`config.mk`:
```
export PLATFORM = sky130hd
export DESIGN_NAME = square_renderer_flat
export DESIGN_NICKNAME = d
export VERILOG_FILES = /design/src/rtl/square_renderer_if.sv /design/src/rtl/square_renderer.sv /design/src/flat_wrapper.sv
export SDC_FILE = /design/constraint.sdc
export NUM_CORES = 2
export LEC_CHECK = 0
export ABC_AREA = 1
export ABC_CLOCK_PERIOD_IN_PS = 1700
export BUFFER_PORTS_ARGS = -buffer_cell sky130_fd_sc_hd__buf_2
export CAP_MARGIN = 20
export CORE_AREA = 2 2 467 469
export DETAILED_ROUTE_END_ITERATION = 8
export DIE_AREA = 0 0 469 471
export GPL_TIMING_DRIVEN = 0
export HOLD_SLACK_MARGIN = 0.03
export PLACE_DENSITY = 0.58
export SLEW_MARGIN = 0
export SYNTH_ARGS = -nofsm -noshare
export SYNTH_HDL_FRONTEND = slang
export SYNTH_SLANG_ARGS = --single-unit
```
`constraint.sdc`:
```
create_clock -name clk -period 1.7 [get_ports clk]
set_input_delay 0.085 -clock clk [delete_from_list [all_inputs] [get_ports clk]]
set_output_delay 0.085 -clock clk [all_outputs]
set_load 0.03 [all_outputs]
```
`src/rtl/square_renderer_if.sv`:
```
// Write/commit bus of the square renderer.
// The master (game logic) loads square coordinates into the shadow table
// and requests a commit. The slave (renderer) reports back whether it can
// accept a write and whether a commit is still waiting for a frame boundary.
interface square_renderer_if #(
    parameter int COORD_W = 10,
    parameter int IDX_W   = 6
);
    logic               wr_valid;
    logic               wr_ready;
    logic [IDX_W-1:0]   wr_idx;
    logic [COORD_W-1:0] wr_x;
    logic [COORD_W-1:0] wr_y;
    logic               wr_en;
    logic               commit;
    logic               commit_pending;

    modport master (
        output wr_valid, wr_idx, wr_x, wr_y, wr_en, commit,
        input  wr_ready, commit_pending
    );

    modport slave (
        input  wr_valid, wr_idx, wr_x, wr_y, wr_en, commit,
        output wr_ready, commit_pending
    );
endinterface

```
`src/rtl/square_renderer.sv`:
```
// Square renderer: draws up to N_SQ axis-aligned squares (slot 0 = head,
// slots 1..N_SQ-1 = body) over a background colour.
// Coordinates are written into a shadow table. A commit copies the whole
// shadow table into the active table on the next frame_start, so a frame
// is never drawn from a half-updated table.
// Pixel path: stage 1 registers the per-slot hit/edge vectors, stage 2
// registers the selected colour, giving two cycles of latency.
module square_renderer #(
    parameter int          N_SQ         = 33,
    parameter int          SQ_SIZE      = 16,
    parameter int          COORD_W      = 10,
    parameter int          IDX_W        = 6,
    parameter logic [11:0] HEAD_COLOR   = 12'h0F0,
    parameter logic [11:0] BODY_COLOR   = 12'h00F,
    parameter logic [11:0] BORDER_COLOR = 12'hFFF,
    parameter logic [11:0] BG_COLOR     = 12'h000,
    parameter int          OUTLINE      = 0
) (
    input  logic               clk,
    input  logic               reset,
    input  logic               video_on,
    input  logic [COORD_W-1:0] x,
    input  logic [COORD_W-1:0] y,
    input  logic               frame_start,
    square_renderer_if.slave   wr,
    output logic [11:0]        rgb,
    output logic               rgb_valid
);

    // Square extent in COORD_W+1 bits so a square near the right/bottom
    // limit extends past 2^COORD_W-1 instead of wrapping to 0.
    localparam logic [COORD_W:0] SIZE_EXT = (COORD_W + 1)'(SQ_SIZE);
    localparam logic [COORD_W:0] SIZE_M1  = (COORD_W + 1)'(SQ_SIZE - 1);
    localparam logic [IDX_W:0]   N_SQ_EXT = (IDX_W + 1)'(N_SQ);

    typedef struct packed {
        logic               en;
        logic [COORD_W-1:0] x;
        logic [COORD_W-1:0] y;
    } slot_t;

    slot_t shadow_tbl [N_SQ];
    slot_t active_tbl [N_SQ];

    logic            copy;
    logic            wr_fire;
    logic [N_SQ-1:0] hit_c;
    logic [N_SQ-1:0] edge_c;
    logic [N_SQ-1:0] s1_hit;
    logic [N_SQ-1:0] s1_edge;
    logic            s1_video;
    logic            lowest_edge;
    logic [11:0]     pix_c;

    // Frozen shadow table while a commit waits for its frame boundary.
    assign wr.wr_ready = ~wr.commit_pending;

    // A commit arriving together with frame_start copies immediately.
    assign copy = frame_start & (wr.commit_pending | wr.commit);

    // Out-of-range indices complete the handshake but write nothing.
    assign wr_fire = wr.wr_valid & wr.wr_ready & ({1'b0, wr.wr_idx} < N_SQ_EXT);

    // Commit request tracking: set by commit, cleared by the copy.
    always_ff @(posedge clk or negedge reset) begin
        // NOTE: sequential state uses non-blocking (<=) so every register
        // samples pre-edge values regardless of statement order.
        if (!reset) begin
            wr.commit_pending <= 1'b0;
        end else if (copy) begin
            wr.commit_pending <= 1'b0;
        end else if (wr.commit) begin
            wr.commit_pending <= 1'b1;
        end
    end

    // Shadow writes and the single-cycle shadow-to-active copy.
    always_ff @(posedge clk or negedge reset) begin
        // NOTE: the tables are register arrays, not RAM, so they can and
        // must be cleared by the async reset; a RAM macro could not be.
        if (!reset) begin
            for (int i = 0; i < N_SQ; i++) begin
                shadow_tbl[i] <= '0;
                active_tbl[i] <= '0;
            end
        end else begin
            if (wr_fire) begin
                shadow_tbl[wr.wr_idx] <= '{en: wr.wr_en, x: wr.wr_x, y: wr.wr_y};
            end
            if (copy) begin
                for (int i = 0; i < N_SQ; i++) begin
                    active_tbl[i] <= shadow_tbl[i];
                end
            end
        end
    end

    // Per-slot hit and perimeter tests against the active table.
    always_comb begin
        // NOTE: defaults first so no path leaves a bit unassigned (no latch).
        hit_c  = '0;
        edge_c = '0;
        for (int i = 0; i < N_SQ; i++) begin
            hit_c[i] = active_tbl[i].en
                && ({1'b0, x} >= {1'b0, active_tbl[i].x})
                && ({1'b0, x} <  ({1'b0, active_tbl[i].x} + SIZE_EXT))
                && ({1'b0, y} >= {1'b0, active_tbl[i].y})
                && ({1'b0, y} <  ({1'b0, active_tbl[i].y} + SIZE_EXT));
            edge_c[i] = (x == active_tbl[i].x)
                || ({1'b0, x} == ({1'b0, active_tbl[i].x} + SIZE_M1))
                || (y == active_tbl[i].y)
                || ({1'b0, y} == ({1'b0, active_tbl[i].y} + SIZE_M1));
        end
    end

    // Stage 1: register hit vector, edge flags and video_on.
    always_ff @(posedge clk or negedge reset) begin
        if (!reset) begin
            s1_hit   <= '0;
            s1_edge  <= '0;
            s1_video <= 1'b0;
        end else begin
            s1_hit   <= hit_c;
            s1_edge  <= edge_c;
            s1_video <= video_on;
        end
    end

    // Colour priority: blanking, head, body (border on its edge), background.
    always_comb begin
        lowest_edge = 1'b0;
        // Descending scan: the last match is the lowest-indexed body slot.
        for (int i = N_SQ - 1; i >= 1; i--) begin
            if (s1_hit[i]) begin
                lowest_edge = s1_edge[i];
            end
        end
        if (!s1_video) begin
            pix_c = 12'h000;
        end else if (s1_hit[0]) begin
            pix_c = HEAD_COLOR;
        end else if (|s1_hit[N_SQ-1:1]) begin
            pix_c = ((OUTLINE != 0) && lowest_edge) ? BORDER_COLOR : BODY_COLOR;
        end else begin
            pix_c = BG_COLOR;
        end
    end

    // Stage 2: register the output pixel and its valid flag.
    always_ff @(posedge clk or negedge reset) begin
        if (!reset) begin
            rgb       <= 12'h000;
            rgb_valid <= 1'b0;
        end else begin
            rgb       <= pix_c;
            rgb_valid <= s1_video;
        end
    end

endmodule
```
`src/flat_wrapper.sv`:
```
// flat-port wrapper written by rule: the top's interface ports become plain ports
module square_renderer_flat 
#(
    parameter int          N_SQ         = 33,
    parameter int          SQ_SIZE      = 16,
    parameter int          COORD_W      = 10,
    parameter int          IDX_W        = 6,
    parameter logic [11:0] HEAD_COLOR   = 12'h0F0,
    parameter logic [11:0] BODY_COLOR   = 12'h00F,
    parameter logic [11:0] BORDER_COLOR = 12'hFFF,
    parameter logic [11:0] BG_COLOR     = 12'h000,
    parameter int          OUTLINE      = 0
)
  (clk, reset, video_on, x, y, frame_start, rgb, rgb_valid, wr_wr_valid, wr_wr_idx, wr_wr_x, wr_wr_y, wr_wr_en, wr_commit, wr_wr_ready, wr_commit_pending);
  square_renderer_if #(.COORD_W(COORD_W), .IDX_W(IDX_W)) wr_i ();
  input  logic clk;
  input  logic reset;
  input  logic video_on;
  input  logic [COORD_W-1:0] x;
  input  logic [COORD_W-1:0] y;
  input  logic frame_start;
  output logic [11:0] rgb;
  output logic rgb_valid;
  input wire logic [$bits(wr_i.wr_valid)-1:0] wr_wr_valid;
  input wire logic [$bits(wr_i.wr_idx)-1:0] wr_wr_idx;
  input wire logic [$bits(wr_i.wr_x)-1:0] wr_wr_x;
  input wire logic [$bits(wr_i.wr_y)-1:0] wr_wr_y;
  input wire logic [$bits(wr_i.wr_en)-1:0] wr_wr_en;
  input wire logic [$bits(wr_i.commit)-1:0] wr_commit;
  output wire logic [$bits(wr_i.wr_ready)-1:0] wr_wr_ready;
  output wire logic [$bits(wr_i.commit_pending)-1:0] wr_commit_pending;
  assign wr_i.wr_valid = wr_wr_valid;
  assign wr_i.wr_idx = wr_wr_idx;
  assign wr_i.wr_x = wr_wr_x;
  assign wr_i.wr_y = wr_wr_y;
  assign wr_i.wr_en = wr_wr_en;
  assign wr_i.commit = wr_commit;
  assign wr_wr_ready = wr_i.wr_ready;
  assign wr_commit_pending = wr_i.commit_pending;
  square_renderer #(.N_SQ(N_SQ), .SQ_SIZE(SQ_SIZE), .COORD_W(COORD_W), .IDX_W(IDX_W), .HEAD_COLOR(HEAD_COLOR), .BODY_COLOR(BODY_COLOR), .BORDER_COLOR(BORDER_COLOR), .BG_COLOR(BG_COLOR), .OUTLINE(OUTLINE)) u_core (.clk(clk), .reset(reset), .video_on(video_on), .x(x), .y(y), .frame_start(frame_start), .wr(wr_i), .rgb(rgb), .rgb_valid(rgb_valid));
endmodule
```
==> impl_metrics.tcl <==
set metrics [dict create \
    pwr-share-seq 0.388 \
    switchingPower_mw 33.3 \
    slew-limit-headroom -0.119 \
    synth-edff-count 0 \
    clk_latency_ps 830 \
    die-area_sq_um 221000 \
    leakagePower_nw 53.5 \
    p_int_mw 69.0 \
    drive_gt1_frac 0.175 \
    cp.required_ps 2420 \
    drt_first_pass_iters 8 \
    clkPwrFrac 0.354 \
    fmax_ghz 0.484 \
    ant_nets 0 \
    yosysTopAreaCellShare 0.425 \
    fin_crit_ps 2070 \
    layout_setup_ws_ps -366 \
    core_area_sq_um 216000 \
    violations "hold timing, capacitance limit, slew limit, setup timing" \
    worstPathArrival_ps 2780 \
    max_slew.worst_pin.slew_ps 1670 \
    power_density_nw_per_um2 964 \
    grt-ovfl-total 0 \
    yosysWarnings 0 \
    max_cap_viol_count 3 \
    yosys-top-cells-area "dfrtp_1, ha_1, nand2_1, inv_1, o21ai_0" \
    ir_drop_mv 0.889 \
    rsz0062_at_grt "true" \
    area_growth_syn_to_layout_pct 26.7 \
    status "finished with violations" \
    first_iter_violations 5874 \
    grt_start_max_net_pins 164 \
    root_buffer "clkbuf_16" \
    p_comb_frac 0.258 \
    dieHeight_um 471 \
    syn_area_sq_um 83800 \
    grt_pass1_wl_um 420000 \
    start_util 0.388 \
    switching_share 0.325 \
    grt_pass1_vias 69996 \
    dr_total_vias 72455 \
    worstRegToRegCells 10 \
    drc 0 \
    grtUsageTotal 0.250 \
    dp_hpwl_um 183000 \
    ys.flop_type "dfrtp_1" \
    setup_viol 1212 \
    cts_buffers 159 \
    start_kind "flip-flop" \
    clk_path_buf_depth 3 \
    instances_no_fill 13727 \
    nNetsFinal 11895 \
    ios 68 \
    routedWlPerCell_um 21.2 \
    place_inst 13055 \
    avgSynthCellArea_sq_um 8.32 \
    whs_ps -855 \
    place_congestion 0.868 \
    netlist_instances 10072 \
    fp.dieW_um 469 \
    port_buffers 63 \
    yosysTopAreaCell "dfrtp_1" \
    min_path_type "primary input to asynchronous set/reset pin" \
    cts_tree "yes" \
    crit_type "flip-flop to flip-flop" \
    crit_fanout 2 \
    fill_cells 19932 \
    wl_um 291000 \
    ys_types 34 \
    vias_per_cell 5.28 \
    grt_antenna_before_repair 20 \
    h-tree-depth 4 \
    synth-seq-area-share 0.425 \
    synth_seq_cells 1424 \
    num_rows 171 \
    clk_pin_slew_ps 70 \
    clock_sinks 1424 \
    finClkSkew_ps 21.0 \
    hold_viol 275 \
    period_share 1.22 \
    power_mw 102 \
    end_kind "flip-flop" \
    slew_violations 21 \
    async_flop_share 1.00 \
    synth_commonest_cells "nand2_1, dfrtp_1, inv_1" \
    yosysMostFrequentCell "nand2_1" \
]
metrics by stage:
stage	worst slack [ps]	hold slack [ps]	util	cell area, sq um	TNS (ps)
2_1_floorplan	-73.9	-211	-	83900	-29300
3_3_place_gp	-31600	248	0.406	87800	-
3_5_place_dp	-2330	103	0.413	89200	-3239050
4_1_cts	-335	-809	0.456	98400	-258470
5_1_grt	-448	-776	0.491	106000	-180750
6_report	-366	-855	0.491	106000	-136290
per-layer routing:
metal,routed length [um],vias to the layer above,GRT usage,part of all wire
li1,-,34319,-,-
met1,122000,35500,0.320,0.42
met2,138000,2032,0.418,0.47
met3,16700,596,0.0385,0.057
met4,14100,8,0.104,0.049
met5,50,-,0,0.00017
cell usage in the layout (no fill, tap or decap), types with 50 or more instances in the layout:
cell type  count
nand2_1     1857
clkbuf_8      56
buf_2         59
nand2_4       78
inv_1       1212
clkbuf_2      50
clkbuf_16    266
a21oi_1      727
nor3_1       112
mux2_2        62
buf_8         98
o21ai_2      129
buf_6         96
nand3_1      259
o21ai_1      176
nand4_1       83
a21o_1        69
xor2_1       177
dfrtp_1     1390
o21ai_0      600
a21oi_2      124
ha_1        1063
nor2_1       907
nand2_2      155
buf_12        51
clkbuf_1      65
o21a_1        52
nand3b_1      62
buf_4        154
state kept, by name (all words and copies together) (netlist names):
register,cells
u_core.s1_hit,33
u_core.rgb_valid,1
u_core.active_tbl,693
u_core.wr.commit_pending,1
u_core.rgb,2
u_core.s1_video,1
u_core.shadow_tbl,693
cells by family (layout without fill, tap and decap cells):
family | after synthesis | count (layout) | synth area share
flops | 1424 | 1424 | 0.425
simple gates | 3722 | 3729 | 0.180
mux | 78 | 78 | 0.0105
xor+xnor | 244 | 244 | 0.0255
fa+ha+maj | 1122 | 1122 | 0.167
other cells | 1 | 24 | 0.0000447
buf+inv | 1545 | 2316 | 0.0704
compound gates | 1936 | 1936 | 0.121
path summary, 6_finish.rpt:
path | start | end | slack, ps
setup reg to reg | u_core.active_tbl[644] | u_core.s1_hit[2] | -370
setup / recovery | u_core.active_tbl[644] | u_core.s1_hit[2] | -370
hold reg to reg | u_core.s1_video | u_core.rgb_valid | 450
max in group asynchronous | reset | u_core.active_tbl[582] | 590
hold / removal | reset | u_core.active_tbl[176] | -850
min in group clk | wr_wr_idx[1] | u_core.shadow_tbl[599] | 30
critical path, cell delays in order (launching register included):
cell,delay (ps)
dfrtp_1,430
ha_4,200
nand2_2,80
nor2_4,50
xor2_1,160
ha_1,330
a21oi_2,130
nor2_1,60
nor2_1,80
nand4_1,190
nor2_4,250
final cells by class:
cell class                      instances  area (sq um)  share of cell area
Clock inverter                         77           900             0.00847
Clock buffer                          217          4560              0.0429
Inverter                             1216          4580              0.0432
Timing Repair Buffer                  479          6720              0.0632
Tap cell                             2854          3570              0.0336
Buffer                                327          3640              0.0343
Antenna cell                           20          50.0            0.000471
Multi-Input combinational cell       7113         46500               0.438
Sequential cell                      1424         35700               0.336
power groups by stage:
stage | registers (mW) | logic [mW] | clock network [mW]
global placement | 40.0 | 21.0 | 0
CTS | 39.3 | 24.0 | 36.7
global route | 40.0 | 29.8 | 38.1
floorplan | 39.3 | 15.4 | 0
finish | 39.7 | 26.4 | 36.3
detailed placement | 39.9 | 22.5 | 0
repair_timing:
item | CTS | global route
setup endpoints to repair | 2426 | 1825
gates resized for setup | 612 | 1798
pin swaps | 80 | 251
buffers inserted | 44 | 162
endpoints found under the hold margin | 456 | 223
cloned | 31 | 74
hold buffers | 40 | 9
(Power assumes the default switching activity.)
